$ cat src/rtl/shader_pkg.sv
// rtl/shader_pkg.sv - shader IDs, sequencer state encoding and saturating fade helpers
package shader_pkg;

  localparam logic [3:0] SH_RADIAL   = 4'd2;
  localparam logic [3:0] SH_CHECKER  = 4'd3;
  localparam logic [3:0] SH_SINE     = 4'd4;
  localparam logic [3:0] SH_TRIANGLE = 4'd6;
  localparam logic [3:0] SH_ROTATE   = 4'd7;
  localparam logic [3:0] SH_CIRCLES  = 4'd8;
  localparam logic [3:0] SH_CONV     = 4'd9;

  localparam logic [1:0] ST_IDLE     = 2'd0;
  localparam logic [1:0] ST_FADE_OUT = 2'd1;
  localparam logic [1:0] ST_BLACK    = 2'd2;
  localparam logic [1:0] ST_FADE_IN  = 2'd3;

  localparam logic [7:0] FADE_MAX = 8'd255;

  // 9-bit arithmetic so the carry/borrow bit flags the clamp
  function automatic logic [7:0] fade_add(input logic [7:0] lvl, input logic [7:0] step);
    logic [8:0] sum;
    sum = {1'b0, lvl} + {1'b0, step};
    return sum[8] ? FADE_MAX : sum[7:0];
  endfunction

  function automatic logic [7:0] fade_sub(input logic [7:0] lvl, input logic [7:0] step);
    logic [8:0] diff;
    diff = {1'b0, lvl} - {1'b0, step};
    return diff[8] ? 8'd0 : diff[7:0];
  endfunction

endpackage

$ cat src/rtl/fade_scaler.sv
// rtl/fade_scaler.sv - two-stage RGB x fade multiplier; out = ch * (fade + 1) >> 8
module fade_scaler
  import shader_pkg::*;
(
  input  logic        clk,
  input  logic        rst_n,
  input  logic        valid_in,
  input  logic [23:0] rgb_in,
  input  logic [7:0]  fade_in,
  output logic        valid_out,
  output logic [23:0] rgb_out
);

  logic [23:0] rgb_s1_q, rgb_s1_d;
  logic        valid_s1_q, valid_s1_d;
  logic [7:0]  fade_s1_q, fade_s1_d;
  logic [23:0] rgb_out_q, rgb_out_d;
  logic        valid_out_q, valid_out_d;

  // fade + 1 makes full brightness an exact pass-through (ch * 256 >> 8)
  function automatic logic [7:0] scale_ch(input logic [7:0] ch, input logic [7:0] fade);
    logic [15:0] prod;
    prod = {8'd0, ch} * ({8'd0, fade} + 16'd1);
    return prod[15:8];
  endfunction

  always_comb begin
    rgb_s1_d    = rgb_in;
    valid_s1_d  = valid_in;
    fade_s1_d   = fade_in;
    valid_out_d = valid_s1_q;
    rgb_out_d   = {scale_ch(rgb_s1_q[23:16], fade_s1_q),
                   scale_ch(rgb_s1_q[15:8],  fade_s1_q),
                   scale_ch(rgb_s1_q[7:0],   fade_s1_q)};
  end

  always_ff @(posedge clk or negedge rst_n) begin
    if (!rst_n) begin
      rgb_s1_q    <= '0;
      valid_s1_q  <= 1'b0;
      fade_s1_q   <= FADE_MAX;
      rgb_out_q   <= '0;
      valid_out_q <= 1'b0;
    end else begin
      rgb_s1_q    <= rgb_s1_d;
      valid_s1_q  <= valid_s1_d;
      fade_s1_q   <= fade_s1_d;
      rgb_out_q   <= rgb_out_d;
      valid_out_q <= valid_out_d;
    end
  end

  assign valid_out = valid_out_q;
  assign rgb_out   = rgb_out_q;

endmodule

$ cat src/rtl/shader_fade_sequencer.sv
// rtl/shader_fade_sequencer.sv - frame-synchronous shader/kernel commit with fade-out/black/fade-in
// SHADER_FADE_EN enables the fade sequence; without it selections commit directly at frame_start.
module shader_fade_sequencer
  import shader_pkg::*;
#(
  parameter int unsigned FADE_STEP    = 16,
  parameter int unsigned HOLD_FRAMES  = 1,
  parameter logic [3:0]  RESET_SHADER = SH_TRIANGLE
) (
  input  logic        clk,
  input  logic        rst_n,
  input  logic [3:0]  req_shader,
  input  logic [1:0]  req_kernel,
  input  logic        frame_start,
  input  logic        pix_valid_in,
  input  logic [23:0] pix_rgb_in,
  output logic [3:0]  active_shader,
  output logic [1:0]  active_kernel,
  output logic [7:0]  fade_level,
  output logic        busy,
  output logic        pix_valid_out,
  output logic [23:0] pix_rgb_out
);

`ifdef SHADER_FADE_EN
  localparam bit FADE_EN = 1'b1;
`else
  localparam bit FADE_EN = 1'b0;
`endif

  localparam logic [7:0] STEP8 = FADE_STEP[7:0];
  localparam logic [7:0] HOLD8 = HOLD_FRAMES[7:0];

  logic [1:0] state_q, state_d;
  logic [5:0] active_q, active_d;
  logic [7:0] fade_q, fade_d;
  logic [7:0] hold_q, hold_d;
  logic [5:0] pending;
  logic [7:0] fade_dn, fade_up;

  assign pending = {req_shader, req_kernel};

  always_comb begin
    state_d  = state_q;
    active_d = active_q;
    fade_d   = fade_q;
    hold_d   = hold_q;
    fade_dn  = fade_sub(fade_q, STEP8);
    fade_up  = fade_add(fade_q, STEP8);
    if (frame_start) begin
      if (!FADE_EN) begin
        if (pending != active_q) active_d = pending;
      end else begin
        case (state_q)
          ST_IDLE: begin
            if (pending != active_q) begin
              state_d = ST_FADE_OUT;
              fade_d  = fade_dn;
            end
          end
          ST_FADE_OUT: begin
            if (pending == active_q) begin
              state_d = ST_FADE_IN;
              fade_d  = fade_up;
            end else begin
              fade_d = fade_dn;
              if (fade_dn == 8'd0) begin
                state_d = ST_BLACK;
                hold_d  = HOLD8;
              end
            end
          end
          ST_BLACK: begin
            hold_d = hold_q - 8'd1;
            // commit the latest request so retargets during the fade win
            if (hold_q == 8'd1) begin
              active_d = pending;
              state_d  = ST_FADE_IN;
            end
          end
          default: begin
            if (pending != active_q) begin
              state_d = ST_FADE_OUT;
              fade_d  = fade_dn;
            end else begin
              fade_d = fade_up;
              if (fade_up == FADE_MAX) state_d = ST_IDLE;
            end
          end
        endcase
      end
    end
  end

  always_ff @(posedge clk or negedge rst_n) begin
    if (!rst_n) begin
      state_q  <= ST_IDLE;
      active_q <= {RESET_SHADER, 2'd0};
      fade_q   <= FADE_MAX;
      hold_q   <= 8'd0;
    end else begin
      state_q  <= state_d;
      active_q <= active_d;
      fade_q   <= fade_d;
      hold_q   <= hold_d;
    end
  end

  assign active_shader = active_q[5:2];
  assign active_kernel = active_q[1:0];
  assign fade_level    = fade_q;
  assign busy          = (state_q != ST_IDLE);

  fade_scaler u_fade_scaler (
    .clk       (clk),
    .rst_n     (rst_n),
    .valid_in  (pix_valid_in),
    .rgb_in    (pix_rgb_in),
    .fade_in   (fade_q),
    .valid_out (pix_valid_out),
    .rgb_out   (pix_rgb_out)
  );

endmodule

$ cat config.mk
export PLATFORM = sky130hd
export DESIGN_NAME = shader_fade_sequencer
export DESIGN_NICKNAME = d
export VERILOG_FILES = /design/src/rtl/shader_pkg.sv /design/src/rtl/fade_scaler.sv /design/src/rtl/shader_fade_sequencer.sv
export SDC_FILE = /design/constraint.sdc
export NUM_CORES = 1
export LEC_CHECK = 0
export CORE_MARGIN = 2
export CORE_UTILIZATION = 35
export CTS_BUF_LIST = sky130_fd_sc_hd__clkbuf_16
export DETAILED_ROUTE_END_ITERATION = 10
export DONT_BUFFER_PORTS = 1
export GPL_ROUTABILITY_DRIVEN = 0
export PLACE_DENSITY = 0.6
export SLEW_MARGIN = 20
export SYNTH_ARGS = -nofsm -noshare
export SYNTH_HDL_FRONTEND = slang
export SYNTH_SLANG_ARGS = --single-unit
$ cat constraint.sdc
create_clock -name clk -period 0.8 [get_ports clk]
set_input_delay 0.24 -clock clk [delete_from_list [all_inputs] [get_ports clk]]
set_output_delay 0.24 -clock clk [all_outputs]
set_load 0.01 [all_outputs]
* Word level (Yosys, flattened, before mapping)
Cells that the tools add are included.
Storage, ports and cells: flip-flop bits (word level) 56, output and inout port bits 40, logic and storage cells 7
Cells by class: equality and inequality tests 1, reductions and logical operators 1
Operators by type and width (count):
- $ne 6x6->1 | 1
- $reduce_and 2->1 | 1

* Longest topological paths before layout
Gate-level depths: netlist of run 1.
depth after elaboration 2, mapped depth 2, depth with buffers taken out 1

* Hierarchy
From an unflattened synthesis of run 1, not the netlist that was laid out.
Second synthesis, totals: cells, all modules 811, area total of the unflattened synthesis 8161.6 µm²
Modules (own cells, without submodules):
- fade_scaler | times used 1, cells an instance 787, area an instance 7832.5 µm², seq. area each 1461.4 µm²
- shader_fade_sequencer | times used 1, cells an instance 24, area an instance 329.1 µm², seq. area each 152.6 µm²

* Worst setup path after synthesis of run 1
Ideal clock, no wire load.
kind reg2reg, from register active_q[0], to register active_q[0], data arrival time 0.654 ns, path slack 0.021 ns, cell stages (with the launch flop) 2, buffers on the path 0, clock period less this slack 0.779 ns, cell sequence dfrtp_1 -> mux2_4
On the way: cells in the longest elaborated chain, start to end 2
RTL lines:
- from (decl) | RTL line shader_fade_sequencer.sv:35 | logic [5:0] active_q, active_d;
- from (signal assigned) | RTL line shader_fade_sequencer.sv:98 | active_q <= {RESET_SHADER, 2'd0};
- from (signal assigned) | RTL line shader_fade_sequencer.sv:103 | active_q <= active_d;
- $ne 6x6->1
- $reduce_and 2->1 (no source line)
No other way between the ends. A chain may end at the register's enable or synchronous reset.

* Worst setup path after layout of run 1
from register active_q[3], to output active_shader[1]
RTL lines:
- to (decl) | RTL line shader_fade_sequencer.sv:17 | output logic [3:0] active_shader,
No word-level cell between the ends.

==> metrics.md, run 1 <==
| Metric | Value |
|---|---|
| Status | `finished with violations` |
| Failing checks | `hold timing, setup timing` |
| Worst-Skew Late Latency | `280 ps` |
| # setup viols final | `34` |
| Fmax | `925 MHz` |
| Via count | `680` |
| Root Buffer | `clkbuf_16` |
| Max Buffers Root-to-Sink | `2` |
| Ys flop type | `dfrtp_1` |
| Setup Skew | `2.14 ps` |
| Initial drt markers | `24` |
| Min Tclk post-route | `1080 ps` |
| Tot Pwr | `5.45 mW` |
| Seq/Total Area, Yosys | `88.8%` |
| Global-route wire length before repair | `3.68 mm` |
| GRT met2 Usage | `16.7%` |
| DIE AREA | `0.00507 mm2` |
| Nets | `144` |
| Element type at the critical path end | `primary output` |
| Async set or reset register ratio after synthesis | `100%` |
| Most instantiated cells after synthesis | `dfrtp_1 (54), buf_4 (9), mux2_4 (6)` |
| Post-DR vias/cell | `~4.2` |
| Total wire length | `2.42 mm` |
| Gate power share | `4.8%` |
| FP Rows | `24` |
| Clock Power Share | `38.3%` |
| Setup CP Type | `reg -> out` |
| P_int | `4.35 mW` |
| Synth area leaders | `dfrtp_1 (86%), mux2_4 (5.7%), buf_4 (4.3%)` |
| Worst Setup Slack, final | `-281 ps` |
| Met3 GRT Util | `5.98%` |
| Most frequent cell after synthesis | `dfrtp_1` |
| Worst VDD drop | `0.00180 V` |
| Vias in the first global route | `around 770` |
| Pre-CTS setup slack | `approximately 22 ps` |
| Initial Util | `36.3%` |
| Crit start category | `flop` |
| Layout cells sized above 1 | `approximately 21%` |
| Drt first pass iters | `4` |
| Die span in y | `approximately 71 um` |
| Total Routing Usage GR | `10.1%` |
| Hold Slack | `-356 ps` |
| Top cell type's share of synthesized area | `85.5%` |
| CTS Buf Count | `5` |
| Synth Warn # | `0` |
| Worst-path clk slew | `approximately 70 ps` |
| IO Count | `74` |
| Pin count of the biggest net entering global routing | `57` |
| Max-slew violations | `0` |
| DRC | `0` |
| Final Cycle Share | `135%` |
| NetSw | `1.10 mW` |
| Yosys reg bits | `56` |
| Reg power frac | `57.0%` |
| Arr. time, crit path | `approximately 840 ps` |
| Mapped Area | `0.00158 mm2` |
| Number of max-cap violations | `0` |
| Post-Synthesis Cells | `74` |
| H-tree depth | `2` |
| Yosys cell types | `6` |
| Syn-to-layout area delta | `30.7%` |
| Static leakage | `0.949 nW` |
| Global route overflow | `0` |
| EDFF count, synth | `0` |
| Yosys top cell by area | `dfrtp_1` |
| HP Class | `in -> async` |
| Post-Syn Area per Cell | `around 21 um2` |
| Switching fraction of total power | `20.2%` |
| Die width | `71.2 um` |
| CTS tree | `built` |
| GRT Max-Usage Layer | `met2` |
| Req. time, crit path | `around 560 ps` |
| Initial antenna violation count | `0` |
| Hold Vio Cnt, Final | `56` |
| Hold_buf cts | `25` |
| Clk sinks | `56` |
| Crit-path max FO | `2` |
| RSZ-0062 raised after global routing | `yes` |
| Antenna viol nets, final | `0` |
| M1 GR Usage | `9.08%` |
| Diodes inserted | `0` |
| DP Wirelength | `1.54 mm` |
| # port buffers | `0` |
| Routed WL per cell | `14.8 um` |
| Power Dens Cells | `about 2600 mW/mm2` |
| Core Area | `about 0.0044 mm2` |
repair_timing:
action,in CTS,in global routing
setup buffers,2,2
resized for setup,4,2
endpoints found under the hold margin,81,56
setup endpoints to repair,31,33
cloned,0,0
cell families after synthesis:
logic type | share of synthesized area, %
flops | 88.8
buf+inv | 4.99
mux | 5.70
other cells | 0.475
sequential cells by signal, summed over array words and instances (netlist names):
name and count:
active_q 6, u_fade_scaler.valid_out_d 1, u_fade_scaler.valid_out 1, u_fade_scaler.rgb_s1_q 24, u_fade_scaler.rgb_out 24
metal layers:
layer,vias to the layer above,part of all wire [%]
li1,284,-
met1,347,32
met5,-,0
met2,44,55
met3,5,11
met4,0,2.1
layout by cell type, fill, tap and decap left out:
cell type / count
buf_4: 1
buf_6: 6
clkbuf_16: 5
clkinv_2: 1
clkinv_4: 1
conb_1: 9
dfrtp_1: 54
dfstp_2: 2
dlygate4sd3_1: 25
inv_6: 1
mux2_4: 6
layout make-up:
type / instances / area, um2
clock inverter: 3 / 22.5
clock buffer: 5 / 125
sequential: 56 / 1400
multi-input combinational: 15 / 124
tap: 52 / 65.1
fill: 374 / 2290
timing repair buffer: 32 / 325
path summary, 6_finish.rpt:
path	slack (ps)	startpoint	to	cells past startpoint
worst min register to register	350	u_fade_scaler.rgb_s1_q[21]$_DFF_PN0_	u_fade_scaler.rgb_out[21]$_DFF_PN0_	0
min in group clk	100	req_shader[2]	active_q[4]$_DFFE_PN1P_	1
max in group asynchronous	980	rst_n	active_q[3]$_DFFE_PN1P_	0
worst min-delay path	-360	rst_n	u_fade_scaler.rgb_s1_q[12]$_DFF_PN0_	0
worst max register to register	-120	active_q[1]$_DFFE_PN0P_	active_q[1]$_DFFE_PN0P_	2
worst max-delay path	-280	active_q[3]$_DFFE_PN1P_	active_shader[1]	0
power by group through the flow:
stage | clock [mW] | sequential, mW | combinational (mW)
final | 2.09 | 3.11 | 0.260
after global routing | 2.30 | 3.12 | 0.274
after CTS | 2.17 | 3.11 | 0.242
after detailed placement | 0 | 3.16 | 0.116
after global placement | 0 | 3.15 | 0.113
after floorplan | 0 | 3.14 | 0.112
per-stage QoR:
step | cells | TNS, ps | util [%] | area [um2] | hold WS [ps]
2_1_floorplan | 81 | 0 | - | 1610 | -55.6
3_5_place_dp | 127 | 0 | 37.3 | 1620 | -54.3
4_1_cts | 162 | -5360 | 47.1 | 2050 | -365
6_report | 163 | -5150 | 47.4 | 2070 | -356
3_3_place_gp | 127 | 0 | 37.3 | 1620 | -54.2
5_1_grt | 163 | -5970 | 47.4 | 2070 | -376
No activity file was read; power rests on OpenSTA's default activity.
==> run 2, diff against run 1 <==
SKIP_LAST_GASP = 1   (was default)
==> results of run 2 <==
The final DEF is identical to that of run 1; final timing and power are the same.
==> run 3, diff against run 2 <==
CORE_MARGIN = default   (was 2)
PLACE_DENSITY = 0.58   (was 0.6)
clock period = 1.3 ns   (was 0.8 ns; I/O delays follow)
==> run 3 against run 2 <==
  * The run ends with hold timing left
  * Count of clock-buffer cells in the layout unchanged
  * Clock skew increased by 1.9 ps
  * Power decreased by 37%
  * Sequential share of layout area increased by 12 points
  * Worst setup slack improved by 360 ps
  * Flip-flop and latch count unchanged
  * Worst hold slack improved by 150 ps
  * Clock power decreased by 30%
  * First-iteration DRC count increased by 21%
  * Sequential power decreased by 39%
  * Via count decreased by 19%
==> metrics.md, run 3 (synthesis results as in run 1) <==
| Metric | Value |
|---|---|
| Core Area | `0.00435 mm2 (unchanged)` |
| Req. time, crit path | `910 ps (+350 ps)` |
| IO Count | `74 (unchanged)` |
| Commonest non-fill, non-tap cell in the layout | `dfrtp_1` |
| Global route overflow | `0 (unchanged)` |
| Fmax | `816 MHz` |
| Crit-path max FO | `2 (unchanged)` |
| Total Routing Usage GR | `9.33% (-0.75 points)` |
| DRC | `0 (unchanged)` |
| Global-route wire length before repair | `3.24 mm (-12%)` |
| Met2 WL | `1.08 mm (-18%)` |
| RR Startpoint | `active_q[2]$_DFFE_PN0P_` |
| Worst-Skew Late Latency | `280 ps (about the same)` |
| Power Dens Cells | `1940 mW/mm2 (-26%)` |
| Most frequent cells in the layout | `dfrtp_1 (54), conb_1 (9), mux2_4 (6)` |
| Number of max-cap violations | `0 (unchanged)` |
| Min Tclk post-route | `around 1200 ps` |
| Root Buffer | `clkbuf_16` |
| RSZ-0062 raised after global routing | `no` |
| Clk sinks | `56 (unchanged)` |
| Die width | `69.2 um (-2.8%)` |
| Failing checks | `hold timing` |
| Hold Slack | `-202 ps (+153 ps)` |
| Static leakage | `0.813 nW (-14%)` |
| Hold Vio Cnt, Final | `56 (unchanged)` |
| H-tree depth | `2 (unchanged)` |
| Crit start category | `flop` |
| Layout cells sized above 1 | `20.3% (-0.47 points)` |
| Met3 wire len | `200 um (-25%)` |
| Max-slew violations | `0 (unchanged)` |
| Initial Util | `36.3% (unchanged)` |
| Initial antenna violation count | `0 (unchanged)` |
| DIE AREA | `0.00479 mm2 (-5.5%)` |
| Post-Route Utilization | `40.5% (-6.9 points)` |
| Post-CTS setup buffer count | `0 (-2)` |
| CTS resizes | `0 (-4)` |
| Vias in the first global route | `629 (-18%)` |
| # port buffers | `0 (unchanged)` |
| Total wire length | `2.03 mm (-16%)` |
| Pin count of the biggest net entering global routing | `57 (unchanged)` |
| R2R depth | `1 (-1)` |
| R2R Setup Slk | `470 ps (+590 ps)` |
| Max Buffers Root-to-Sink | `2 (unchanged)` |
| Antenna viol nets, final | `0 (unchanged)` |
| Setup CP Type | `reg -> out` |
| Nets | `112 (-22%)` |
| Status | `finished with violations` |
| Placed Cells | `123 (-3.1%)` |
| HP Class | `in -> async` |
| CP Depth | `0 (unchanged)` |
| Syn-to-layout area delta | `11.7%` |
| Uppermost layer routed | `met4` |
| CTS Buf Count | `5 (unchanged)` |
| Setup Skew | `4.03 ps (+1.89 ps)` |
| Setup TNS | `0 ps (+5150 ps)` |
| Arr. time, crit path | `840 ps (about the same)` |
| Final Cycle Share | `94.3%` |
| Critical R2R Capture | `active_q[2]$_DFFE_PN0P_` |
| Diodes inserted | `0 (unchanged)` |
| FP Rows | `24 (unchanged)` |
| Die span in y | `69.2 um (-2.8%)` |
| Tot Pwr | `3.43 mW (-37%)` |
| Post-DR vias/cell | `4.20 (+0.64%)` |
| Non-filler cells, final | `131 (-20%)` |
| Drt first pass iters | `2 (-2)` |
| Worst-path clk slew | `70 ps (about the same)` |
| Routed WL per cell | `15.5 um (+4.4%)` |
| Wl on met1 | `728 um (-6.7%)` |
| Via count | `550 (-19%)` |
| DP Wirelength | `1.35 mm (-13%)` |
| CTS tree | `built` |
| # setup viols final | `0 (-100%)` |
| Initial drt markers | `29 (+21%)` |
| CP startpoint | `active_q[4]$_DFFE_PN1P_` |
| Element type at the critical path end | `primary output` |
| Worst VDD drop | `0.000763 V (-58%)` |
run 3: cell types whose count changed in the layout (fill, tap and decap cells not counted):
cell           change
clkinv_4           +1
clkinv_2           -1
buf_6              -6
buf_4              -1
inv_6              -1
bufinv_16          +1
dlygate4sd3_1     -25
run 3: layer usage:
layer,vias up,track usage [%]
met5,-,0
met4,0,3.40
met3,2,5.96
met2,39,13.9
met1,293,10.8
li1,216,-
run 3: cell type report:
| type | instances | area (um2) |
|---|---|---|
| fill | 388 | 2590 |
| tap | 52 | 65.1 |
| multi-input combinational | 15 | 124 |
| clock buffer | 5 | 125 |
| clock inverter | 3 | 47.5 |
| sequential | 56 | 1400 |
run 3: how the worst max path moves through the flow:
stage / to
floorplan: active_shader[1]
global placement: active_shader[2]
detailed placement: active_shader[2]
CTS: active_shader[2]
global route: active_shader[2]
finish: active_shader[2]
run 3: stage by stage:
stage,setup slack (ps),hold WS [ps],instance area (um2)
global placement,375,95.5,1590
CTS,66.0,-213,1770
global route,51.4,-228,1770
finish,74.6,-202,1770
detailed placement,374,95.5,1590
floorplan,381,94.4,1610
run 3: report_power, final:
group	switching, mW	internal, mW	leakage (nW)
clock	0.557	0.914	0.0840
sequential	0.0689	1.85	0.650
combinational	0.0172	0.0278	0.0784
total	0.643	2.79	0.813
